<file path="config.mk">
export PLATFORM = sky130hd
export DESIGN_NAME = uart_rx_fsm
export DESIGN_NICKNAME = d
export VERILOG_FILES = /design/src/rtl/uart_rx_fsm.sv
export SDC_FILE = /design/constraint.sdc
export NUM_CORES = 1
export LEC_CHECK = 0
export ABC_AREA = 1
export CORE_UTILIZATION = 45
export DETAILED_ROUTE_END_ITERATION = 8
export GPL_ROUTABILITY_DRIVEN = 1
export HOLD_SLACK_MARGIN = 0.03
export PLACE_DENSITY = 0.62
export SKIP_LAST_GASP = 1
export SLEW_MARGIN = 20
export SYNTH_ARGS = -nofsm -noshare
export SYNTH_HDL_FRONTEND = slang
export SYNTH_SLANG_ARGS = --single-unit
</file>
<file path="constraint.sdc">
create_clock -name clk -period 1.76 [get_ports clk]
set_clock_uncertainty 0.1 [all_clocks]
set_input_delay 0.352 -clock clk [delete_from_list [all_inputs] [get_ports clk]]
set_output_delay 0.352 -clock clk [all_outputs]
set_load 0.02 [all_outputs]
</file>
<file path="src/rtl/uart_rx_fsm.sv">
// UART receiver: 8 data bits LSB first, one parity bit, one stop bit. Each bit is
// sampled at mid-bit. Results are presented with a one-cycle rx_done strobe.
module uart_rx_fsm #(
  parameter int BIT_TICKS  = 5208,
  parameter bit PARITY_ODD = 1'b0,
  parameter int CNT_W      = 16
) (
  input  logic       clk,
  input  logic       rst,
  input  logic       rx_i,
  output logic [7:0] rx_data,
  output logic       rx_done,
  output logic       parity_err,
  output logic       frame_err,
  output logic       busy
);

  typedef enum logic [2:0] {IDLE, START, DATA, PARITY, STOP} state_e;

  localparam logic [CNT_W-1:0] HALF_M1 = CNT_W'(BIT_TICKS/2 - 1);
  localparam logic [CNT_W-1:0] FULL_M1 = CNT_W'(BIT_TICKS - 1);

  state_e           state_q;
  logic             rx_meta_q, rx_s_q, rx_prev_q;
  logic [CNT_W-1:0] baud_q;
  logic [2:0]       bit_q;
  logic [7:0]       shift_q;
  logic             perr_q;
  logic             fall, baud_end;

  assign fall     = rx_prev_q & ~rx_s_q;
  assign baud_end = (baud_q == FULL_M1);

  always_ff @(posedge clk or posedge rst) begin
    if (rst) begin
      state_q    <= IDLE;
      rx_meta_q  <= 1'b1;
      rx_s_q     <= 1'b1;
      rx_prev_q  <= 1'b1;
      baud_q     <= '0;
      bit_q      <= '0;
      shift_q    <= '0;
      perr_q     <= 1'b0;
      rx_data    <= '0;
      rx_done    <= 1'b0;
      parity_err <= 1'b0;
      frame_err  <= 1'b0;
      busy       <= 1'b0;
    end else begin
      rx_meta_q <= rx_i;
      rx_s_q    <= rx_meta_q;
      rx_prev_q <= rx_s_q;
      rx_done   <= 1'b0;
      case (state_q)
        IDLE: begin
          // Edge-triggered, so a line held low after a frame cannot retrigger.
          if (fall) begin
            state_q <= START;
            busy    <= 1'b1;
            baud_q  <= '0;
          end
        end
        START: begin
          if (baud_q == HALF_M1) begin
            baud_q <= '0;
            if (!rx_s_q) begin
              state_q <= DATA;
              bit_q   <= '0;
            end else begin
              state_q <= IDLE;
              busy    <= 1'b0;
            end
          end else begin
            baud_q <= baud_q + CNT_W'(1);
          end
        end
        DATA: begin
          if (baud_end) begin
            baud_q  <= '0;
            shift_q <= {rx_s_q, shift_q[7:1]};
            bit_q   <= bit_q + 3'd1;
            if (bit_q == 3'd7) state_q <= PARITY;
          end else begin
            baud_q <= baud_q + CNT_W'(1);
          end
        end
        PARITY: begin
          if (baud_end) begin
            baud_q  <= '0;
            perr_q  <= ^shift_q ^ rx_s_q ^ PARITY_ODD;
            state_q <= STOP;
          end else begin
            baud_q <= baud_q + CNT_W'(1);
          end
        end
        STOP: begin
          if (baud_end) begin
            baud_q     <= '0;
            rx_data    <= shift_q;
            parity_err <= perr_q;
            frame_err  <= ~rx_s_q;
            rx_done    <= 1'b1;
            state_q    <= IDLE;
            busy       <= 1'b0;
          end else begin
            baud_q <= baud_q + CNT_W'(1);
          end
        end
        default: begin
          state_q <= IDLE;
          busy    <= 1'b0;
        end
      endcase
    end
  end

endmodule

</file>
* Word-level counts from Yosys, hierarchy flattened
Cells that the tools add are included.
Widths: inputs -> output; s select.
** Operators by class
- Add/subtract/negate cells :: 2
- Equal/unequal tests :: 15
- Muxes and demuxes :: 23
- Bitwise logic cells :: 4
- Reductions and logical operators :: 13
** Operator list (number)
- $mux 16 :: 3
- $pmux 16 s3 :: 1
- $mux 3 :: 9
- $add 16x1->16 const B :: 1
- $eq 16x12->1 const B :: 1
- $eq 16x13->1 const B :: 1
- $ne 2x2->1 const B :: 8
- $pmux 3 s5 :: 1
- $reduce_and 2->1 :: 4
- $reduce_xor 8->1 :: 1
- $eq 3x2->1 const B :: 2
- $eq 3x3->1 const B :: 2
- $mux 1 :: 6
- $pmux 3 s2 :: 1
- $reduce_and 6->1 :: 1
- $reduce_and 5->1 :: 1
- $pmux 1 s4 :: 1
- $reduce_and 4->1 :: 1
- $add 3x1->3 const B :: 1
- $eq 3x1->1 const B :: 1
- $logic_not 3->1 :: 1
- $reduce_bool 3->1 :: 1
- $reduce_or 3->1 :: 1
- $mux 2 :: 1
- other kinds (5) :: 6
** Word-level totals
- Register bits :: 46
- Output and inout port bits :: 12

* Logic depth before layout (Yosys ltp)
- Depth in word-level cells :: 4
- Mapped depth :: 12

* Worst setup path before layout
Ideal clock, no wire load.
- Kind :: register -> register
- Start point :: reg baud_q[0]
- End point :: reg baud_q[11]
- Setup time :: 122 ps
- Data arrival time :: 1387 ps
- Data required time :: 1538 ps
- Path slack :: 151 ps
- Stages on the path, launching flop included :: 11
- Path buffers :: 0
- Clock period less this slack :: 1609 ps
- Path through :: dfrtp_1 > ha_1 > nand2_1 > inv_1 > nand2_1 > nor2_4 > nand2_4 > nand2_1 > nand2_2 > nor2_4 > nor2_1
** On the way
- Cells in the longest elaborated chain, start to end :: 3
- Elaborated cells between the ends (all ways) :: 6
- Classes of those cells :: add/sub (1); eq/ne (2); mux (3)
** RTL lines
- start: declaration :: RTL line 25 : logic [CNT_W-1:0] baud_q;
- start signal: assignment :: RTL line 74 : baud_q <= baud_q + CNT_W'(1);
- start signal: assignment :: RTL line 84 : baud_q <= baud_q + CNT_W'(1);
- start signal: assignment :: RTL line 93 : baud_q <= baud_q + CNT_W'(1);
- $add 16x1->16 (tied with other cells)
- $mux 16, on equally long branches
- $pmux 16 s3 * :: RTL line 54 : case (state_q)
Mark *: on every way between the ends. The rest lies on a longest branch, timed or not.
A chain may end at the register's enable or synchronous reset.

* Worst setup path in the final report
- Start point :: reg rx_data[3]
- End point :: out rx_data[3]
** RTL lines
- start: declaration :: RTL line 11 : output logic [7:0] rx_data,
- start signal: assignment :: RTL line 99 : rx_data <= shift_q;
No word-level cell between the ends.

==> results.json <==
{
  "status": "completed",
  "coreArea_um2": 5270,
  "postLayoutCoreUtil_pct": 59.95,
  "diodes": 0,
  "drive_gt1_share_pct": 22.71,
  "cts_buffers": 5,
  "grt_pass1_wl_um": 9390,
  "path_depth": 1,
  "hp-class": "primary input to asynchronous set/reset pin",
  "grt_max_degree": 24,
  "synth_compound_area_share_pct": 6.216,
  "synth_warnings": 0,
  "syn-cell-area_um2": 2536,
  "critical_path.top_delay_family": "buffers and inverters",
  "muxShareOfSynthArea_pct": 3.157,
  "rsz0062_at_grt": "yes",
  "end_kind": "primary output",
  "finalInstanceArea_um2": 3159,
  "clock-root-buffer": "clkbuf_8",
  "ys_async_sr_fraction_pct": 100.0,
  "area.sequential_um2": 1155,
  "antenna_found_initial": 0,
  "worstPathCellList": "clkdlybuf4s50_1",
  "tns_ns": 0,
  "min_period_ns": 1.711,
  "rows": 26,
  "die-area_um2": 5941,
  "ys_types": 35,
  "viasPerCell": 5.053,
  "path_clk_slew_ns": 0.09,
  "die_h_um": 77.08,
  "critPathLaunchType": "flip-flop",
  "postPlaceCellArea_um2": 2908,
  "hold_slack_ns": 0.2305,
  "grt_overflow": 0,
  "ant_nets": 0,
  "area_growth_pct": 24.57,
  "dpl.hpwl_um": 4248,
  "vias": 2178,
  "yosysSeqAreaShare_pct": 45.54,
  "fp.dieW_um": 77.08,
  "fin_nets": 366,
  "worstRegToRegCells": 9,
  "boundaryPins": 15,
  "crit_fanout": 2,
  "crit_start": "rx_data[3]",
  "fin_cells": 431,
  "syn-num-nets": 324,
  "crit-reg2reg-launch": "baud_q[1]",
  "grt_util_all_layers_pct": 20.57,
  "first_pass_iters": 4,
  "synth_top_family_by_area": "simple AND/OR/NAND/NOR gates",
  "path_buf_inv": 1,
  "worstSetupEndpoint": "rx_data[3]",
  "synth_edf_count": 0,
  "finalHoldViolCount": 0,
  "synthXorXnorAreaFrac_pct": 2.763,
  "fin_crit_sh_pct": 97.20,
  "clock-sinks": 46,
  "pwr_density_cell_nw_per_um2": 1125,
  "synthSimpleGateAreaFrac_pct": 33.40,
  "clk_latency_ns": 0.30,
  "routedWlPerCell_um": 13.13,
  "multi_input_area_um2": 1284,
  "synthAdderAreaFrac_pct": 1.480,
  "ir_drop_v": 0.0007812,
  "r2r-end": "shift_q[1]",
  "avgSynthCellArea_um2": 7.975,
  "grt_pass1_vias": 2004,
  "clock_path_buffers": 2,
  "ys_ff_latch": 46,
  "cap_violations": 0,
  "setup_viol_count_final": 0,
  "critPathKind": "flip-flop to primary output",
  "drt_iter0_drc": 177,
  "htree_levels": 2,
  "synth-main-ff-cell": "dfrtp_1",
  "place_ws_ns": 0.01666,
  "maxSlewHeadroom_pct": 77.63,
  "worstPathRequired_ns": 1.31,
  "cp_slowest_cell": "clkdlybuf4s50_1",
  "critPathMaxStageDelay_ns": 0.60,
  "drc": 0,
  "cts_tree": "done",
  "cp.arrival_ns": 1.26,
  "gp_congestion": 0.9449,
  "p_leak_nw": 1.626,
  "dp_cells": 418,
  "fmax_ghz": 0.5845,
  "layout_setup_ws_ns": 0.04924,
  "synth_cells": 318,
  "power.total_mw": 3.554,
  "start_util_pct": 48.12,
  "rrSetupSlack_ns": 0.05,
  "worst_pin_slew_ns": 0.3350,
  "drv_slew": 0,
  "detail_route.wirelength_um": 5657,
  "port_buffers": 14,
  "fill_cells": 477
}
==> metal layers <==
metal / vias to the layer above / GRT usage (%) / part of all wire (%)
met1: 1011 / 30.01 / 49
met5: - / 0 / 0
met2: 61 / 30.09 / 44
met4: 0 / 6.038 / 1.2
met3: 6 / 5.119 / 6.0
li1: 1100 / - / -
==> worst register-to-register path, stage by stage, from the launching register on <==
cell and delay, ns:
dfrtp_1 0.42, ha_4 0.19, nand2_4 0.06, inv_2 0.07
nand2_2 0.06, nor2_4 0.13, nand2_4 0.12, nor2_4 0.15
buf_12 0.14, mux2i_1 0.20
==> layout by cell type, fill, tap and decap left out, types with 2 or more instances in the layout <==
cell             instances
dfstp_2                  3
xor2_1                   6
nor2_4                   4
mux2i_1                  8
nor3_2                   2
nand3_1                 22
nor2_2                   8
xnor2_1                  2
inv_2                   10
nand2_1                 75
nor3_1                   5
ha_1                     2
nand2_4                  5
clkbuf_8                 6
nand4_1                  8
a21oi_1                  7
buf_4                   20
buf_12                   3
nor2_1                  31
o21ai_1                  9
clkdlybuf4s50_1          9
o21ai_0                  7
inv_1                   33
nand2_2                  9
dfrtp_1                 43
dlymetal6s2s_1           5
nand3_2                  2
==> Yosys cell counts (2+ instances only) <==
| cell type | n | area, um^2 |
|---|---|---|
| nor2_4 | 3 | 33.78 |
| dfrtp_1 | 43 | 1076 |
| xor2_1 | 6 | 52.55 |
| mux2i_1 | 8 | 80.08 |
| o21ai_1 | 7 | 35.03 |
| nor3_2 | 2 | 20.02 |
| inv_2 | 7 | 26.28 |
| inv_1 | 37 | 138.9 |
| nor2_2 | 7 | 43.79 |
| nand4_1 | 8 | 50.05 |
| nor3_1 | 5 | 25.02 |
| nor2_1 | 33 | 123.9 |
| nand3_1 | 24 | 120.1 |
| xnor2_1 | 2 | 17.52 |
| ha_1 | 3 | 37.54 |
| o21ai_0 | 9 | 45.04 |
| a21oi_1 | 7 | 35.03 |
| dfstp_2 | 3 | 78.83 |
| nand2_1 | 82 | 307.8 |
| nand2_2 | 7 | 43.79 |
==> power by group <==
part | internal (mW) | leakage (nW) | switching (mW) | total, mW
Clock | 0.317 | 0.0482 | 0.352 | 0.670
Combinational | 0.644 | 0.955 | 0.994 | 1.64
Sequential | 1.16 | 0.622 | 0.0864 | 1.25
Total | 2.12 | 1.63 | 1.43 | 3.55
==> state kept, by name, summed over array words and instances (netlist names) <==
| signal | cells |
|---|---|
| baud_q | 16 |
| rx_data | 8 |
| shift_q | 8 |
| bit_q | 3 |
| state_q | 3 |
| busy | 1 |
| frame_err | 1 |
| parity_err | 1 |
| perr_q | 1 |
| rx_done | 1 |
| rx_meta_q | 1 |
| rx_prev_q | 1 |
| rx_s_q | 1 |
==> layout make-up <==
type                    instances  area share [%]
repair buffers                 38           11.84
well taps                      70           2.772
inverters                      44           5.307
clock inverters                 1          0.1584
multi-input cells             225           40.63
clock buffers                   7           2.733
flip-flops and latches         46           36.55
==> logic make-up (layout without fill, tap and decap cells) <==
| kind of cell | count (synthesis) | after routing |
|---|---|---|
| multiplexers | 8 | 8 |
| AND/OR/NAND/NOR | 178 | 178 |
| XOR/XNOR | 8 | 8 |
| flip-flops | 46 | 46 |
| adder cells (fa/ha/maj) | 3 | 3 |
| buffers and inverters | 47 | 90 |
| AO/OA/AOI/OAI | 28 | 28 |
==> worst min-delay path by stage <==
stage                   start          to  slack (ns)  cells after the start
floorplan           rx_meta_q      rx_s_q        0.25                      0
global placement    rx_meta_q      rx_s_q        0.25                      0
detailed placement  rx_meta_q      rx_s_q        0.25                      0
CTS                       rst  shift_q[0]        0.24                      2
global route              rst  shift_q[0]        0.25                      2
finish                    rst  shift_q[0]        0.23                      2
==> repair_timing <==
action / CTS / global route
endpoints found under the setup margin: 0 / 37
hold buffers: 0 / 0
buffers inserted: 0 / 5
gates resized for setup: 0 / 35
Power figures use the tool's default switching activity.
